## src/rtl/seq_alu_if.sv

```systemverilog
// Bundles the request/response signals of the sequential MIPS-style ALU.
// Latency: none (wires only).
// Backpressure: requester watches busy/done; starts while busy are dropped by the ALU.
interface seq_alu_if #(
  parameter int WIDTH   = 32,
  parameter int SHAMT_W = 5
);
  logic               start;
  logic [WIDTH-1:0]   read_data_1;
  logic [WIDTH-1:0]   read_data_2;
  logic [SHAMT_W-1:0] shamt;
  logic [3:0]         ALU_control;
  logic [WIDTH-1:0]   ALU_result;
  logic               zero;
  logic               busy;
  logic               done;
  logic [WIDTH-1:0]   hi;
  logic [WIDTH-1:0]   lo;

  // Requester side (control unit / pipeline EX stage)
  modport master (
    output start, read_data_1, read_data_2, shamt, ALU_control,
    input  ALU_result, zero, busy, done, hi, lo
  );

  // ALU side
  modport slave (
    input  start, read_data_1, read_data_2, shamt, ALU_control,
    output ALU_result, zero, busy, done, hi, lo
  );
endinterface

```

## src/rtl/seq_alu.sv

```systemverilog
// Multi-cycle MIPS ALU: single-cycle logic/arith/shift ops plus iterative multu/divu into HI/LO.
// Latency: 1 cycle for single-cycle ops and divu by zero; WIDTH+1 cycles for multu/divu.
// Backpressure: busy=1 while iterating; start is ignored (not queued) until busy drops.
// Optional divider datapath and DIV state are built only when SEQ_ALU_DIV_EN is defined.
module seq_alu #(
  parameter int WIDTH   = 32,
  parameter int SHAMT_W = 5
) (
  input logic    clk,
  input logic    reset,
  seq_alu_if.slave alu
);

  localparam logic [3:0] OP_AND   = 4'b0000;
  localparam logic [3:0] OP_OR    = 4'b0001;
  localparam logic [3:0] OP_ADD   = 4'b0010;
  localparam logic [3:0] OP_SUB   = 4'b0110;
  localparam logic [3:0] OP_SLT   = 4'b0111;
  localparam logic [3:0] OP_MULTU = 4'b1000;
  localparam logic [3:0] OP_DIVU  = 4'b1001;
  localparam logic [3:0] OP_MFHI  = 4'b1010;
  localparam logic [3:0] OP_MFLO  = 4'b1011;
  localparam logic [3:0] OP_NOR   = 4'b1100;
  localparam logic [3:0] OP_SLL   = 4'b1101;
  localparam logic [3:0] OP_SRL   = 4'b1110;
  localparam logic [3:0] OP_SRA   = 4'b1111;

  localparam int CNT_W = $clog2(WIDTH);

  typedef enum logic [1:0] {
    S_IDLE = 2'd0,
    S_MUL  = 2'd1
`ifdef SEQ_ALU_DIV_EN
    ,
    S_DIV  = 2'd2
`endif
  } state_t;

  state_t             state, state_nxt;
  logic [WIDTH-1:0]   result_q, hi_q, lo_q, opnd_q;
  logic               zero_q, done_q, busy;
  // Shared iteration register: {partial product, multiplier} or {remainder, dividend/quotient}
  logic [2*WIDTH-1:0] acc_q;
  logic [CNT_W-1:0]   cnt_q;
  logic               last_step;
  logic [31:0]        sh;
  logic [WIDTH-1:0]   sc_res;
  logic [WIDTH:0]     mul_sum;
  logic [2*WIDTH-1:0] mul_nxt;
`ifdef SEQ_ALU_DIV_EN
  logic [WIDTH:0]     div_shift, div_diff;
  logic [2*WIDTH-1:0] div_nxt;
`endif

  assign last_step = (cnt_q == CNT_W'(WIDTH - 1));
  assign sh        = 32'(alu.shamt) % 32'(WIDTH);

  // Single-cycle result from the live operands and the current HI/LO
  always_comb begin
    sc_res = '0;
    case (alu.ALU_control)
      OP_AND:  sc_res = alu.read_data_1 & alu.read_data_2;
      OP_OR:   sc_res = alu.read_data_1 | alu.read_data_2;
      OP_ADD:  sc_res = alu.read_data_1 + alu.read_data_2;
      OP_SUB:  sc_res = alu.read_data_1 - alu.read_data_2;
      OP_SLT:  sc_res = {{(WIDTH-1){1'b0}}, ($signed(alu.read_data_1) < $signed(alu.read_data_2))};
      OP_NOR:  sc_res = ~(alu.read_data_1 | alu.read_data_2);
      OP_SLL:  sc_res = alu.read_data_2 << sh;
      OP_SRL:  sc_res = alu.read_data_2 >> sh;
      OP_SRA:  sc_res = $signed(alu.read_data_2) >>> sh;
      OP_MFHI: sc_res = hi_q;
      OP_MFLO: sc_res = lo_q;
      default: sc_res = '0;
    endcase
  end

  // One shift-add step: add multiplicand when the multiplier LSB is set, then shift right
  always_comb begin
    mul_sum = {1'b0, acc_q[2*WIDTH-1:WIDTH]} + {1'b0, (acc_q[0] ? opnd_q : {WIDTH{1'b0}})};
    mul_nxt = {mul_sum, acc_q[WIDTH-1:1]};
  end

`ifdef SEQ_ALU_DIV_EN
  // One restoring-divide step: shift in the next dividend bit, subtract if it fits
  always_comb begin
    div_shift = {acc_q[2*WIDTH-1:WIDTH], acc_q[WIDTH-1]};
    div_diff  = div_shift - {1'b0, opnd_q};
    if (!div_diff[WIDTH])
      div_nxt = {div_diff[WIDTH-1:0], acc_q[WIDTH-2:0], 1'b1};
    else
      div_nxt = {div_shift[WIDTH-1:0], acc_q[WIDTH-2:0], 1'b0};
  end
`endif

  // State register
  always_ff @(posedge clk) begin
    if (reset) state <= S_IDLE;
    else       state <= state_nxt;
  end

  // Next-state: enter an iterative state on an accepted multu/divu, leave after WIDTH steps
  always_comb begin
    state_nxt = state;
    case (state)
      S_IDLE: begin
        if (alu.start) begin
          if (alu.ALU_control == OP_MULTU)
            state_nxt = S_MUL;
`ifdef SEQ_ALU_DIV_EN
          else if (alu.ALU_control == OP_DIVU && alu.read_data_2 != '0)
            state_nxt = S_DIV;
`endif
        end
      end
      S_MUL:   if (last_step) state_nxt = S_IDLE;
`ifdef SEQ_ALU_DIV_EN
      S_DIV:   if (last_step) state_nxt = S_IDLE;
`endif
      default: state_nxt = S_IDLE;
    endcase
  end

  // FSM outputs
  always_comb begin
    busy = (state != S_IDLE);
  end

  // Datapath: operand capture, iteration, and result/HI/LO/done registers
  always_ff @(posedge clk) begin
    if (reset) begin
      result_q <= '0;
      zero_q   <= 1'b0;
      done_q   <= 1'b0;
      hi_q     <= '0;
      lo_q     <= '0;
      opnd_q   <= '0;
      acc_q    <= '0;
      cnt_q    <= '0;
    end else begin
      done_q <= 1'b0;
      case (state)
        S_IDLE: begin
          if (alu.start) begin
            if (alu.ALU_control == OP_MULTU) begin
              acc_q  <= {{WIDTH{1'b0}}, alu.read_data_2};
              opnd_q <= alu.read_data_1;
              cnt_q  <= '0;
            end
`ifdef SEQ_ALU_DIV_EN
            else if (alu.ALU_control == OP_DIVU) begin
              if (alu.read_data_2 != '0) begin
                acc_q  <= {{WIDTH{1'b0}}, alu.read_data_1};
                opnd_q <= alu.read_data_2;
                cnt_q  <= '0;
              end else begin
                // Divide by zero: quotient saturates, remainder is the dividend
                lo_q     <= '1;
                hi_q     <= alu.read_data_1;
                result_q <= '1;
                zero_q   <= 1'b0;
                done_q   <= 1'b1;
              end
            end
`endif
            else begin
              result_q <= sc_res;
              zero_q   <= (sc_res == '0);
              done_q   <= 1'b1;
            end
          end
        end
        S_MUL: begin
          acc_q <= mul_nxt;
          cnt_q <= cnt_q + CNT_W'(1);
          if (last_step) begin
            hi_q     <= mul_nxt[2*WIDTH-1:WIDTH];
            lo_q     <= mul_nxt[WIDTH-1:0];
            result_q <= mul_nxt[WIDTH-1:0];
            zero_q   <= (mul_nxt[WIDTH-1:0] == '0);
            done_q   <= 1'b1;
          end
        end
`ifdef SEQ_ALU_DIV_EN
        S_DIV: begin
          acc_q <= div_nxt;
          cnt_q <= cnt_q + CNT_W'(1);
          if (last_step) begin
            hi_q     <= div_nxt[2*WIDTH-1:WIDTH];
            lo_q     <= div_nxt[WIDTH-1:0];
            result_q <= div_nxt[WIDTH-1:0];
            zero_q   <= (div_nxt[WIDTH-1:0] == '0);
            done_q   <= 1'b1;
          end
        end
`endif
        default: ;
      endcase
    end
  end

  assign alu.ALU_result = result_q;
  assign alu.zero       = zero_q;
  assign alu.busy       = busy;
  assign alu.done       = done_q;
  assign alu.hi         = hi_q;
  assign alu.lo         = lo_q;

endmodule

```

## src/flat_wrapper.sv

```systemverilog
// flat-port wrapper written by rule: the top's interface ports become plain ports
module seq_alu_flat 
#(
  parameter int WIDTH   = 32,
  parameter int SHAMT_W = 5
)
  (clk, reset, alu_start, alu_read_data_1, alu_read_data_2, alu_shamt, alu_ALU_control, alu_ALU_result, alu_zero, alu_busy, alu_done, alu_hi, alu_lo);
  seq_alu_if #(.WIDTH(WIDTH), .SHAMT_W(SHAMT_W)) alu_i ();
  input logic clk;
  input logic reset;
  input wire logic [$bits(alu_i.start)-1:0] alu_start;
  input wire logic [$bits(alu_i.read_data_1)-1:0] alu_read_data_1;
  input wire logic [$bits(alu_i.read_data_2)-1:0] alu_read_data_2;
  input wire logic [$bits(alu_i.shamt)-1:0] alu_shamt;
  input wire logic [$bits(alu_i.ALU_control)-1:0] alu_ALU_control;
  output wire logic [$bits(alu_i.ALU_result)-1:0] alu_ALU_result;
  output wire logic [$bits(alu_i.zero)-1:0] alu_zero;
  output wire logic [$bits(alu_i.busy)-1:0] alu_busy;
  output wire logic [$bits(alu_i.done)-1:0] alu_done;
  output wire logic [$bits(alu_i.hi)-1:0] alu_hi;
  output wire logic [$bits(alu_i.lo)-1:0] alu_lo;
  assign alu_i.start = alu_start;
  assign alu_i.read_data_1 = alu_read_data_1;
  assign alu_i.read_data_2 = alu_read_data_2;
  assign alu_i.shamt = alu_shamt;
  assign alu_i.ALU_control = alu_ALU_control;
  assign alu_ALU_result = alu_i.ALU_result;
  assign alu_zero = alu_i.zero;
  assign alu_busy = alu_i.busy;
  assign alu_done = alu_i.done;
  assign alu_hi = alu_i.hi;
  assign alu_lo = alu_i.lo;
  seq_alu #(.WIDTH(WIDTH), .SHAMT_W(SHAMT_W)) u_core (.clk(clk), .reset(reset), .alu(alu_i));
endmodule
```

## config.mk

```make
export PLATFORM = sky130hd
export DESIGN_NAME = seq_alu_flat
export DESIGN_NICKNAME = d
export VERILOG_FILES = /design/src/rtl/seq_alu_if.sv /design/src/rtl/seq_alu.sv /design/src/flat_wrapper.sv
export SDC_FILE = /design/constraint.sdc
export NUM_CORES = 1
export LEC_CHECK = 0
export CAP_MARGIN = 25
export CELL_PAD_IN_SITES_DETAIL_PLACEMENT = 0
export CELL_PAD_IN_SITES_GLOBAL_PLACEMENT = 1
export CORE_MARGIN = 8
export CORE_UTILIZATION = 31
export DETAILED_ROUTE_END_ITERATION = 10
export GPL_ROUTABILITY_DRIVEN = 0
export PLACE_DENSITY = 0.7
export SYNTH_ARGS = -nofsm -noshare
export SYNTH_HDL_FRONTEND = slang
export SYNTH_SLANG_ARGS = --single-unit
```

## constraint.sdc

```tcl
create_clock -name clk -period 4.6 [get_ports clk]
set_clock_uncertainty 0.1 [all_clocks]
set_input_delay 1.15 -clock clk [delete_from_list [all_inputs] [get_ports clk]]
set_output_delay 1.15 -clock clk [all_outputs]
set_load 0.02 [all_outputs]
```

==> run metrics <==
status complete, but fails checks; failing checks negative setup slack; Cell Int Power 3.62 mW; Seq pwr share 31.3%; Syn Inst Count 2,621; maxcap violations 0; Horiz. Die Dim 269 µm; Setup CP Type input port to flop; Synth cell types 91; drt pass-1 iters 9; number of non-filler instances in the completed layout 4,146; CTS tree done; DR vias 25.1k; Ys Warns 0; Period minus WS final 4730 ps; post-synthesis sequential area ratio 20.2%; post-DP HPWL 85.9 mm; CTS H-tree lvls 4; starting density of the core 31.4%; Die ar. 72,400 µm²; Initial DRC Count 3,214; Least-Margin Pin Slew 1080 ps; Syn-to-layout area delta 43.7%; Power Dens Cells 202 nW/µm²; Final Hold Vio Count 0; Slowest Stage Delay on Critical Path 570 ps; Clock Tree Buf Depth 2; antenna violations before repair 3; P_sw 2.14 mW; fillers 6,229; number of cell rows 92; Post-route DRC 0; post-route setup slack -126 ps; layout cells sized above 1 30.0%; vias in the first global route 24.1k; CTS Hold Bufs 0; worst-path fanout max 7; net switching fraction of the power 37.1%; slowest CP cell or4_1; CP endpoint kind flop; die height 269 µm; Core ar. 63,200 µm²; root buf cell clkbuf_16; global-route usage over all layers 27.8%; HP Class flop to flop; largest net degree at the start of global routing 75; Pwr Total 5.75 mW; Buf/Inv on CP 4; Syn Nets 2,833; detailed-route wire length 107 mm; asr flop ratio synth 0%; Tcrit/Tclk final 103%; most common flop cell mapped by yosys dfxtp_1; Port Buffer Count 174; delay-heaviest family, CP simple AND/OR/NAND/NOR gates; CTS Buf Count 17; worst path cell trace clkdlybuf4s50_1, buf_4, mux2_2, buf_4, o22ai_1, a221o_1, a31oi_1, or4_1, a211oi_2, nand4_1, nor4_2, buf_4, nand4_1, nor3_2, nand4b_1, o41ai_2; Routed Antenna Nets 0; Worst EP required 4860 ps; Setup WS pre-CTS -1070 ps; Wirelength per Cell 25.8 µm; Reg2Reg Setup Slack 250 ps; DP Cell Count 4,089; Hold Slack 352 ps; crit path launch type input port; Rel. slew slack 27.2%; CTS sink cnt 200; nets 3,498; Clk Latency, worst-skew pair 450 ps; Comb power frac 43.1%; Worst-path clk slew 80 ps; Most common cell on crit path buf_4; number of setup violations in the final report 1; CP arrival 4980 ps; fin. max-slew vios 0; first-pass GRT wire length 158 mm; Leakage 12.3 nW; remaining global-route overflow 0; peak supply drop 0.197 mV; fmax 0.212 GHz; mapped cell area 19,900 µm²; num ports 175; vias per cell 6.04; Clk network pwr share 25.6%; Avg Cell Area, Syn 7.58 µm²; synthesized flop and latch total 200; RSZ-0062 raised after global routing yes; number of flops mapped to enable cells by yosys 0
==> placed cells by master (no fill, tap or decap), types with 39 or more instances in the layout <==
| cell type | Yosys | layout |
|---|---|---|
| o21ai_0 | 106 | 97 |
| a21oi_1 | 236 | 228 |
| a211oi_1 | 49 | 40 |
| nor2_1 | 243 | 235 |
| mux4_2 | 49 | 51 |
| clkdlybuf4s50_1 | 0 | 138 |
| buf_4 | 7 | 682 |
| a22o_1 | 67 | 67 |
| and3_1 | 42 | 41 |
| inv_1 | 111 | 98 |
| nand2_1 | 302 | 298 |
| mux2i_1 | 78 | 76 |
| dfxtp_1 | 200 | 199 |
| nand3_1 | 48 | 46 |
| and2_1 | 47 | 47 |
| ha_1 | 133 | 113 |
| nand2b_1 | 39 | 39 |
==> layout make-up <==
cell class	instances	area [µm²]	share of cell area [%]
inverter	111	417	1.46
tap	846	1060	3.71
sequential	200	4010	14.0
timing repair buffer	882	7300	25.6
clock buffer	19	443	1.55
multi-input combinational	2074	15200	53.3
clock inverter	13	114	0.399
antenna	1	2.50	0.00877
==> cells in the mapped netlist (10+ instances only) <==
cell / number / area, µm²
clkbuf_1: 171 / 642
buf_2: 41 / 205
nor3_1: 43 / 215
mux2i_1: 78 / 781
a2111oi_0: 15 / 131
a211oi_1: 49 / 368
a22oi_1: 20 / 150
or2_2: 10 / 62.6
o21a_1: 11 / 82.6
ha_1: 133 / 1660
o211ai_1: 34 / 255
o31ai_1: 16 / 120
dfxtp_1: 200 / 4000
o2111ai_1: 15 / 131
a31oi_1: 22 / 138
xnor2_1: 32 / 280
a221o_1: 14 / 140
nand2b_1: 39 / 244
and3_1: 42 / 263
o22ai_1: 21 / 131
o221ai_1: 17 / 149
buf_1: 14 / 52.6
or3_1: 14 / 87.6
nand3_1: 48 / 240
o21bai_1: 16 / 120
a21oi_1: 236 / 1180
nand2_1: 302 / 1130
inv_1: 111 / 417
o21ai_0: 106 / 531
nor2b_1: 23 / 144
a21o_1: 33 / 248
a311oi_1: 26 / 228
nand4_1: 24 / 150
a211o_1: 11 / 96.3
a22o_1: 67 / 587
mux4_2: 49 / 1100
a221oi_1: 17 / 149
nor2_1: 243 / 912
nor4_1: 28 / 175
and2_1: 47 / 294
mux2_2: 33 / 372
==> through the flow <==
stage               util, %  setup TNS (ps)  instance area [µm²]
detailed placement     42.8          -12110                27100
global route           45.2            -192                28500
CTS                    44.4           -75.3                28000
global placement       42.8          -10300                27100
finish                 45.2            -126                28500
floorplan                 -               0                19900
==> kinds of logic after synthesis <==
group / after synthesis / synth area share, %
mux: 164 / 11.9
flops: 200 / 20.2
xor+xnor: 41 / 1.81
fa+ha+maj: 136 / 8.68
buf+inv: 347 / 7.13
simple gates: 907 / 21.6
compound gates: 826 / 28.7
==> tightest hold or removal path, stage by stage, from the launching register on <==
cell and delay (ps):
dfxtp_1 310, nand2_1 50, a21oi_1 50
==> state kept, by name, indices dropped and copies added (netlist names) <==
| signal | count |
|---|---|
| u_core.acc_q | 64 |
| u_core.alu.ALU_result | 32 |
| u_core.alu.done | 1 |
| u_core.alu.hi | 32 |
| u_core.alu.lo | 32 |
| u_core.alu.zero | 1 |
| u_core.cnt_q | 5 |
| u_core.opnd_q | 32 |
| u_core.state | 1 |
==> worst paths after layout <==
path	from	end	cells past startpoint
setup / recovery	alu_read_data_2[28]	u_core.alu.zero	16
hold / removal	u_core.opnd_q[31]	u_core.opnd_q[31]	2
setup reg to reg	u_core.acc_q[0]	u_core.alu.hi[30]	16
hold reg to reg	u_core.opnd_q[31]	u_core.opnd_q[31]	2
==> power groups by stage <==
stage | clock network (mW) | logic [mW] | registers [mW]
after floorplan | 0 | 1.03 | 1.86
after global placement | 0 | 2.24 | 1.84
after detailed placement | 0 | 2.25 | 1.84
after CTS | 1.49 | 2.33 | 1.80
after global routing | 1.56 | 2.59 | 1.80
final | 1.47 | 2.48 | 1.80
==> metal layers <==
metal,vias up,share of wire (%),track usage [%],wire length [µm]
met5,-,0.012,0,13
met4,2,5.4,12.8,5830
met3,348,10,5.59,11100
met2,1628,43,42.7,45800
met1,12100,41,37.2,44400
li1,11000,-,-,-
==> repair_timing <==
action                                  in CTS  in global routing
gates resized for setup                     89                116
setup buffers                               16                  9
endpoints found under the setup margin      15                 16
pin swaps                                   27                 33
(Power assumes the default switching activity.)
==> edit: new RTL, same flow settings <==
`WIDTH` is set to 32 in 3 places; all go to 16.
--- a/src/rtl/seq_alu_if.sv
+++ b/src/rtl/seq_alu_if.sv
@@ -3,5 +3,5 @@
 // Backpressure: requester watches busy/done; starts while busy are dropped by the ALU.
 interface seq_alu_if #(
-  parameter int WIDTH   = 32,
+  parameter int WIDTH   = 16,
   parameter int SHAMT_W = 5
 );
--- a/src/rtl/seq_alu.sv
+++ b/src/rtl/seq_alu.sv
@@ -4,5 +4,5 @@
 // Optional divider datapath and DIV state are built only when SEQ_ALU_DIV_EN is defined.
 module seq_alu #(
-  parameter int WIDTH   = 32,
+  parameter int WIDTH   = 16,
   parameter int SHAMT_W = 5
 ) (
--- a/src/flat_wrapper.sv
+++ b/src/flat_wrapper.sv
@@ -2,5 +2,5 @@
 module seq_alu_flat 
 #(
-  parameter int WIDTH   = 32,
+  parameter int WIDTH   = 16,
   parameter int SHAMT_W = 5
 )
Ports: changed (5 resized); port bits go from 175 to 95. No check against the original RTL was run, so the function may have changed too.
==> edit against the unedited design <==
Cell count is 58% lower. Count of clock-buffer cells in the layout shrank 10. Non-clock buffer count is 682 lower. Routed wire length decreased by 63%. Largest cell class unchanged. Sequential cell count fell by 97. Die area shrank 51%. Setup slack improved by 0.40 ns. Design area decreased by 60%. Power is 56% lower. Hold slack gained 0.0015 ns. Core utilization fell by 6.4 points. Area after synthesis fell by 53%. Highest routed layer is now met4.
==> edit: results (changes against the unedited design) <==
stage,metric,value,unit,change
outcome,status,"complete, no violations",,
timing,max_slew.worst_pin.slew,0.918,ns,-0.164 ns
cells_and_area,drive_gt1_share,13.6,%,-16 points
worst_setup_path,critPathLaunch,alu_read_data_1[0],,
global_routing,grt.total_usage,21.4,%,-6.4 points
cells_and_area,final_nets,1469,,-58%
worst_setup_path,r2r_cells,12,,-4
pwr,ir_worst_vdd,218,uV,+11%
clock_tree,cts_resized,0,,-100%
place,pre_cts_ws,-0.129,ns,+0.945 ns
global_routing,grtUsageMet3,3.75,%,-1.8 points
drt,routed_wl,39.4,mm,-63%
timing,hold_slack,0.354,ns,+0.00151 ns
clock_tree,clkLatencyLatePin,0.36,ns,-0.09 ns
global_routing,use_met2,33.6,%,-9.1 points
worst_setup_path,critPathMaxStageDelay,0.46,ns,-0.11 ns
worst_setup_path,worstReg2RegEnd,u_core.alu.hi[15]$_SDFFE_PP0P_,,
place,place_inst,1734,,-58%
logic_synthesis,synth_area_leaders,"dfxtp_1 22%, ha_1 9.0%, nand2_1 7.5%",,
logic_synthesis,syn-num-nets,1350,,-52%
worst_setup_path,arrival,4.54,ns,-0.44 ns
place,dp_hpwl,30.9,mm,-64%
drt,wl_met2,17.4,mm,-62%
cells_and_area,largest_reg_flops,32,,-50%
logic_synthesis,netlist_top_cells_count,"186 x nand2_1, 127 x a21oi_1, 121 x nor2_1",,
global_routing,grt_pass1_vias,9574,,-60%
timing,clock.fmax,0.231,GHz,+9.2%
worst_hold_path,holdPathEnd,u_core.opnd_q[15]$_SDFFE_PP0P_,,
logic_synthesis,syn-instance-count,1236,,-53%
global_routing,grt_first_pass_wirelength,59.6,mm,-62%
pwr,p_leak,0.00455,uW,-63%
clock_tree,htree_levels,3,,-1
cells_and_area,fillCellCount,3161,,-49%
cells_and_area,num_antenna_cells,0,,-1
worst_setup_path,crit_path_max_fanout,4,,-3
worst_setup_path,cp_slowest_cell,clkdlybuf4s50_1,,
logic_synthesis,synth.distinct_cells,90,,-1.1%
drt,drt_iter0_markers,898,,-72%
place,numPortBuffers,93,,-47%
global_routing,met1_usage,29.3,%,-7.8 points
global_routing,antenna_found_initial,0,,-3
worst_hold_path,hp-start,u_core.opnd_q[15]$_SDFFE_PP0P_,,
logic_synthesis,ys_seq_area_share,22.2,%,+2.0 points
clock_tree,numCtsBuffers,9,,-8
drt,vias_per_cell,5.75,,-4.8%
drt,wl_met3,3.10,mm,-72%
worst_setup_path,rrSetupSlack,0.96,ns,+0.71 ns
drt,routed.top_layer,met4,,
## edit: cell families (layout without fill, tap and decap cells)
| group | Yosys count | after routing | share of synthesized area [%] |
|---|---|---|---|
| buf+inv | 153 | 277 | 7.08 |
| fa+ha+maj | 70 | 70 | 9.66 |
| compound gates | 335 | 335 | 23.9 |
| flops | 103 | 103 | 22.2 |
| simple gates | 480 | 480 | 24.8 |
| mux | 69 | 69 | 9.85 |
| xor+xnor | 26 | 26 | 2.45 |
## edit: layout make-up
cell class / count / area, um2 / area share (%)
Clock buffer: 9 / 225 / 1.97
Clock inverter: 7 / 97.6 / 0.852
Inverter: 61 / 229 / 2.00
Multi-Input combinational cell: 980 / 6580 / 57.5
Sequential cell: 103 / 2060 / 18.0
Tap cell: 390 / 488 / 4.26
Timing Repair Buffer: 200 / 1770 / 15.5
## edit: where the power goes
group          switching [uW]  leakage [uW]  internal (uW)
registers                13.0      0.000833            909
clock network             411      0.000159            444
logic                     452       0.00356            325
total                     876       0.00455           1680
